$ cat config.mk
export PLATFORM = sky130hd
export DESIGN_NAME = i_softmax_norm
export DESIGN_NICKNAME = d
export VERILOG_FILES = /design/src/rtl/i_softmax_norm.sv
export SDC_FILE = /design/constraint.sdc
export NUM_CORES = 1
export LEC_CHECK = 0
export BUFFER_PORTS_ARGS = -buffer_cell sky130_fd_sc_hd__clkbuf_2
export CAP_MARGIN = 20
export CORE_MARGIN = 5
export CORE_UTILIZATION = 45
export DETAILED_ROUTE_END_ITERATION = 10
export SLEW_MARGIN = 20
export SYNTH_ARGS = -nofsm -noshare
export SYNTH_HDL_FRONTEND = slang
export SYNTH_SLANG_ARGS = --single-unit
$ cat constraint.sdc
create_clock -name clk -period 6.6 [get_ports clk]
set_input_delay 1.65 -clock clk [delete_from_list [all_inputs] [get_ports clk]]
set_output_delay 1.65 -clock clk [all_outputs]
set_load 0.02 [all_outputs]
$ cat src/rtl/i_softmax_norm.sv
// i_softmax_norm: integer softmax normalisation stage.
// Buffers one row of non-negative exponential values, accumulates their sum,
// then emits floor(q_i * 2^OUT_BITS / sum) per element using a bit-serial
// restoring divider (OUT_BITS+1 iterations per element).
//
// Handshakes: a transfer happens on a rising edge where valid and ready are
// both high; valid never depends on ready, and the producer side (out_valid,
// out_p, out_last) holds stable until the transfer completes.
module i_softmax_norm #(
    parameter int Q_WIDTH  = 32,
    parameter int S_WIDTH  = 16,
    parameter int ROW_LEN  = 8,
    parameter int OUT_BITS = 8
) (
    input  logic                clk,
    input  logic                rst,
    input  logic                in_valid,
    output logic                in_ready,
    input  logic [Q_WIDTH-1:0]  in_q,
    input  logic [S_WIDTH-1:0]  in_S,
    output logic                out_valid,
    input  logic                out_ready,
    output logic [OUT_BITS:0]   out_p,
    output logic                out_last,
    output logic                s_mismatch,
    output logic [1:0]          dbg_state
);

    localparam int EW   = Q_WIDTH - 1;            // clamped element width
    localparam int IW   = $clog2(ROW_LEN);        // row index width
    localparam int SUMW = EW + IW;                // sum width, cannot overflow
    localparam int RW   = SUMW + 1;               // remainder width
    localparam int BW   = $clog2(OUT_BITS + 1);   // quotient bit counter width
    localparam logic [IW-1:0] LAST_IDX = IW'(ROW_LEN - 1);

    typedef enum logic [1:0] {
        LOAD = 2'd0,
        INIT = 2'd1,
        ITER = 2'd2,
        EMIT = 2'd3
    } state_t;

    state_t             state;
    state_t             state_n;
    logic [EW-1:0]      elem_buf [ROW_LEN];
    logic [SUMW-1:0]    sum;
    logic [RW-1:0]      rem;
    logic [OUT_BITS:0]  quot;
    logic [BW-1:0]      bitcnt;
    logic [IW-1:0]      idx;
    logic [IW-1:0]      elem;
    logic [S_WIDTH-1:0] s_ref;

    logic               in_hs;
    logic               out_hs;
    logic [EW-1:0]      in_val;
    logic               sum_nz;
    logic               ge;
    logic [RW-1:0]      rem_sub;

    // Negative exponentials are clamped to zero; the sign bit is then dropped.
    assign in_val   = in_q[Q_WIDTH-1] ? '0 : in_q[Q_WIDTH-2:0];
    assign in_ready = (state == LOAD) && !rst;
    assign in_hs    = in_valid && in_ready;
    assign out_valid = (state == EMIT);
    assign out_hs   = out_valid && out_ready;
    assign out_p    = (state == EMIT) ? quot : '0;
    assign out_last = (state == EMIT) && (elem == LAST_IDX);
    assign dbg_state = state;

    // A zero row would make every compare succeed; gating on sum_nz keeps
    // the quotient at zero so no division by zero is ever attempted.
    assign sum_nz  = (sum != '0);
    assign ge      = (rem >= {1'b0, sum});
    assign rem_sub = ge ? (rem - {1'b0, sum}) : rem;

    // State register.
    always_ff @(posedge clk or posedge rst) begin
        if (rst) state <= LOAD;
        else     state <= state_n;
    end

    // Next-state logic.
    always_comb begin
        state_n = state;
        case (state)
            LOAD: if (in_hs && idx == LAST_IDX) state_n = INIT;
            INIT: state_n = ITER;
            ITER: if (bitcnt == '0) state_n = EMIT;
            EMIT: if (out_hs) state_n = (elem == LAST_IDX) ? LOAD : INIT;
            default: state_n = LOAD;
        endcase
    end

    // Element buffer write; contents are only read after a full row is stored.
    always_ff @(posedge clk) begin
        if (in_hs) elem_buf[idx] <= in_val;
    end

    // Accumulation, scale consistency tracking and divider datapath.
    always_ff @(posedge clk or posedge rst) begin
        if (rst) begin
            sum        <= '0;
            rem        <= '0;
            quot       <= '0;
            bitcnt     <= '0;
            idx        <= '0;
            elem       <= '0;
            s_ref      <= '0;
            s_mismatch <= 1'b0;
        end else begin
            case (state)
                LOAD: begin
                    if (in_hs) begin
                        sum <= sum + {{IW{1'b0}}, in_val};
                        if (idx == '0) begin
                            s_ref      <= in_S;
                            s_mismatch <= 1'b0;
                        end else if (in_S != s_ref) begin
                            s_mismatch <= 1'b1;
                        end
                        if (idx == LAST_IDX) begin
                            idx  <= '0;
                            elem <= '0;
                        end else begin
                            idx <= idx + IW'(1);
                        end
                    end
                end
                INIT: begin
                    rem    <= {{(RW-EW){1'b0}}, elem_buf[elem]};
                    quot   <= '0;
                    bitcnt <= BW'(OUT_BITS);
                end
                ITER: begin
                    quot   <= {quot[OUT_BITS-1:0], ge && sum_nz};
                    rem    <= rem_sub << 1;
                    bitcnt <= bitcnt - BW'(1);
                end
                EMIT: begin
                    if (out_hs) begin
                        if (elem == LAST_IDX) begin
                            sum <= '0;
                            idx <= '0;
                        end else begin
                            elem <= elem + IW'(1);
                        end
                    end
                end
                default: ;
            endcase
        end
    end

endmodule

==> impl_metrics.csv <==
group,metric,value,unit
sta,skew,0.0182,ns
route,drc,0,
floorplanning,io_pins,67,
floorplanning,die_w,210,µm
clock_tree,cts_resized,0,
yosys,synth.top_cell.area_share,0.413,
yosys,ys_seq_elements,355,
final_layout,final_area,0.0203,mm²
placed_design,pre_cts_ws,1.13,ns
clock_tree,clock-sinks,355,
floorplanning,coreArea,0.0397,mm²
grt,grt_max_degree,74,
clock_tree,cts_hold_buf,0,
placed_design,post-dp-hpwl,29800,µm
floorplanning,num_rows,73,
sta,fin_crit_sh,0.757,
sta,slew_headroom,0.370,
yosys,synth_common_cells,"248 x edfxtp_1, 107 x dfrtp_1, 105 x nand2_1",
power_and_ir_drop,p_sw,3.31,mW
route,wl_per_cell,22.1,µm
yosys,yosys.area.top_type,"edfxtp_1",
floorplanning,die_h,210,µm
worst_setup_path,endpoint_kind,"flip-flop",
clock_tree,cts_tree,"yes",
route,vias_per_cell,5.79,
worst_setup_path,crit_type,"in2reg",
yosys,synth_edf_count,248,
min_path,hp-class,"reg2reg",
worst_setup_path,crit_path_max_incr_delay,0.55,ns
yosys,syn_nets,1526,
worst_setup_path,crit_arrival,5.44,ns
yosys,avgSynthCellArea,12.9,µm²
yosys,synth_top_family_by_area,"multiplexers",
power_and_ir_drop,power.leakage,7.54,nW
yosys,yosysSeqAreaShare,0.561,
grt,grt_pass1_wl,69900,µm
sta,rsz0062_at_grt,"no",
clock_tree,clock_path_buffers,3,
grt,grt_use_total,0.204,
flow_run,cap_violations,0,
worst_setup_path,critical_path.top_delay_family,"compound AO/OA/AOI/OAI gates",
final_layout,fillers,3446,
final_layout,nets,1602,
yosys,yosys.cell_count.top_type,"edfxtp_1",
power_and_ir_drop,p_int,5.49,mW
yosys,synthAdderAreaFrac,0.0542,
yosys,synthTopCellsByArea,"edfxtp_1 41%, dfrtp_1 15%, mux4_2 7.7%",
status,status,"finished clean",
route,drt_iter0_drc,796,
power_and_ir_drop,comb_power_share,0.416,
yosys,syn_area,0.0180,mm²
worst_setup_path,start_kind,"input pin",
power_and_ir_drop,power_density,434,mW/mm²
clock_tree,root_buffer,"clkbuf_16",
floorplanning,start_util,0.454,
sta,setup_viol,0,
final_layout,drive_above_1_share,0.175,
placed_design,place_area,0.0190,mm²
worst_setup_path,path_buf_inv,2,
yosys,syn_inst,1397,
yosys,synthSimpleGateAreaFrac,0.0890,
floorplanning,die-area,0.0442,mm²
placed_design,gp_congestion,0.884,
sta,slew_viol_final,0,
grt,grt-ovfl-total,0,
route,drtAntennaViolNets,0,
sta,hold_violations,0,
grt,grt_pass1_vias,11928,
clock_tree,path_clk_slew,0.07,ns
route,num_vias,11731,
clock_tree,htree_levels,2,
yosys,synthXorXnorAreaFrac,0.0306,
placed_design,numPortBuffers,66,
sta,fin_crit,5.00,ns
worst_setup_path,cp_cell_sequence,"clkbuf_2 -> nor2b_1 -> ha_1 -> inv_1 -> fa_1 -> nand2b_1 -> a21o_1 -> a211o_1 -> nand4_1 -> a31oi_1 -> o21ai_0 -> a21oi_1 -> o22ai_1 -> mux2_2",
yosys,synthMuxAreaShare,0.122,
worst_setup_path,cp.required,7.04,ns
power_and_ir_drop,power.share.clock,0.243,
sta,fmaxAchievable,200,MHz
route,drt_pass1_iterations,5,
clock_tree,clock_latency,0.55,ns
power_and_ir_drop,sequentialPowerShare,0.341,
power_and_ir_drop,swShare,0.376,
final_layout,area_growth,12.5,%
route,wirelength,44700,µm
worst_setup_path,cp_max_fo,21,
yosys,synth_compound_area_frac,0.115,
yosys,ys.flop_type,"edfxtp_1",
clock_tree,numCtsBuffers,39,
yosys,yosysUniqueCellTypes,76,
grt,antenna_found_initial,0,
final_layout,n_antenna_cell,0,
sta,fin_ws,1.60,ns
clock_tree,cts_setup_buffers,0,
sta,tightest_slew,0.941,ns
worst_setup_path,critPathSlowestCell,"nor2b_1",
yosys,synthArstFlopShare,0.301,
power_and_ir_drop,irDropWorstVdd,0.220,mV
sta,fin_tns_setup,0,ns
yosys,yosys_warnings,0,
[final timing paths]
check	from	endpoint	slack, ns	cells after the start
min reg2reg	rem[34]$_DFFE_PP0P_	rem[34]$_DFFE_PP0P_	0.50	1
max reg2reg	sum[4]$_DFFE_PP0P_	rem[2]$_DFFE_PP0P_	2.78	12
max	in_q[31]	sum[32]$_DFFE_PP0P_	1.60	14
min	rem[34]$_DFFE_PP0P_	rem[34]$_DFFE_PP0P_	0.50	1
max in group asynchronous	rst	sum[2]$_DFFE_PP0P_	4.18	3
min in group asynchronous	rst	s_ref[2]$_DFFE_PP0P_	1.27	2
[metal layers]
metal / track usage / up-vias / part of all wire
met5: 0 / - / 0
met2: 0.327 / 269 / 0.47
li1: - / 5470 / -
met4: 0.0700 / 0 / 0.031
met1: 0.291 / 5915 / 0.45
met3: 0.0278 / 77 / 0.045
[power groups by stage]
stage	logic [mW]	clock network [mW]	registers, mW
CTS	3.66	2.20	3.00
detailed placement	3.64	0	3.05
global route	4.04	2.29	3.05
floorplan	2.84	0	2.88
finish	3.66	2.14	3.00
global placement	3.59	0	3.04
[cell families (layout without fill, tap and decap cells)]
| family | count (synthesis) | after routing |
|---|---|---|
| AO/OA/AOI/OAI | 303 | 303 |
| adder cells (fa/ha/maj) | 77 | 77 |
| flip-flops | 355 | 355 |
| multiplexers | 139 | 139 |
| buffers and inverters | 129 | 234 |
| XOR/XNOR | 63 | 63 |
| AND/OR/NAND/NOR | 331 | 331 |
[layout by cell type (no fill, tap or decap), types with 9 or more instances in the layout]
master,netlist,final
o21a_1,11,11
mux2_2,25,25
clkbuf_16,0,41
inv_1,76,75
o21ai_0,76,76
dfrtp_1,107,104
nor3_1,16,14
a21oi_1,57,57
o211ai_1,10,10
o221ai_1,17,17
nor2b_1,37,37
clkbuf_2,0,66
buf_4,1,21
a21o_1,23,23
and3_1,12,12
edfxtp_1,248,248
nor4_1,12,12
ha_1,75,75
nor2_1,74,67
nand2b_1,10,10
nand2_1,105,105
and2_1,12,12
xnor2_1,31,31
o22ai_1,9,9
a31oi_1,12,12
nand3_1,22,22
mux2i_1,52,52
nand4_1,9,9
xor2_1,32,32
mux4_2,62,62
[per-stage QoR]
stage | std cells | hold WS (ns) | total power [mW] | util
floorplan | 1397 | 0.455 | 5.72 | -
global placement | 1957 | 0.477 | 6.63 | 0.479
detailed placement | 1957 | 0.485 | 6.68 | 0.479
CTS | 2027 | 0.500 | 8.86 | 0.511
global route | 2027 | 0.523 | 9.38 | 0.511
finish | 2027 | 0.498 | 8.80 | 0.511
[layout make-up]
| type | count | area [µm²] | share of cell area |
|---|---|---|---|
| flip-flops and latches | 355 | 10100 | 0.499 |
| multi-input cells | 913 | 7460 | 0.368 |
| clock buffers | 53 | 1110 | 0.0547 |
| well taps | 525 | 657 | 0.0324 |
| repair buffers | 88 | 499 | 0.0246 |
| inverters | 76 | 289 | 0.0142 |
| clock inverters | 17 | 146 | 0.00721 |
[sequential cells by signal (all words and copies together) (netlist names)]
signal and flops:
bitcnt 4, dbg_state 2, elem 3, elem_buf 248
idx 3, quot 9, rem 35, s_mismatch 1
s_ref 16, sum 34
(Power assumes the default switching activity.)
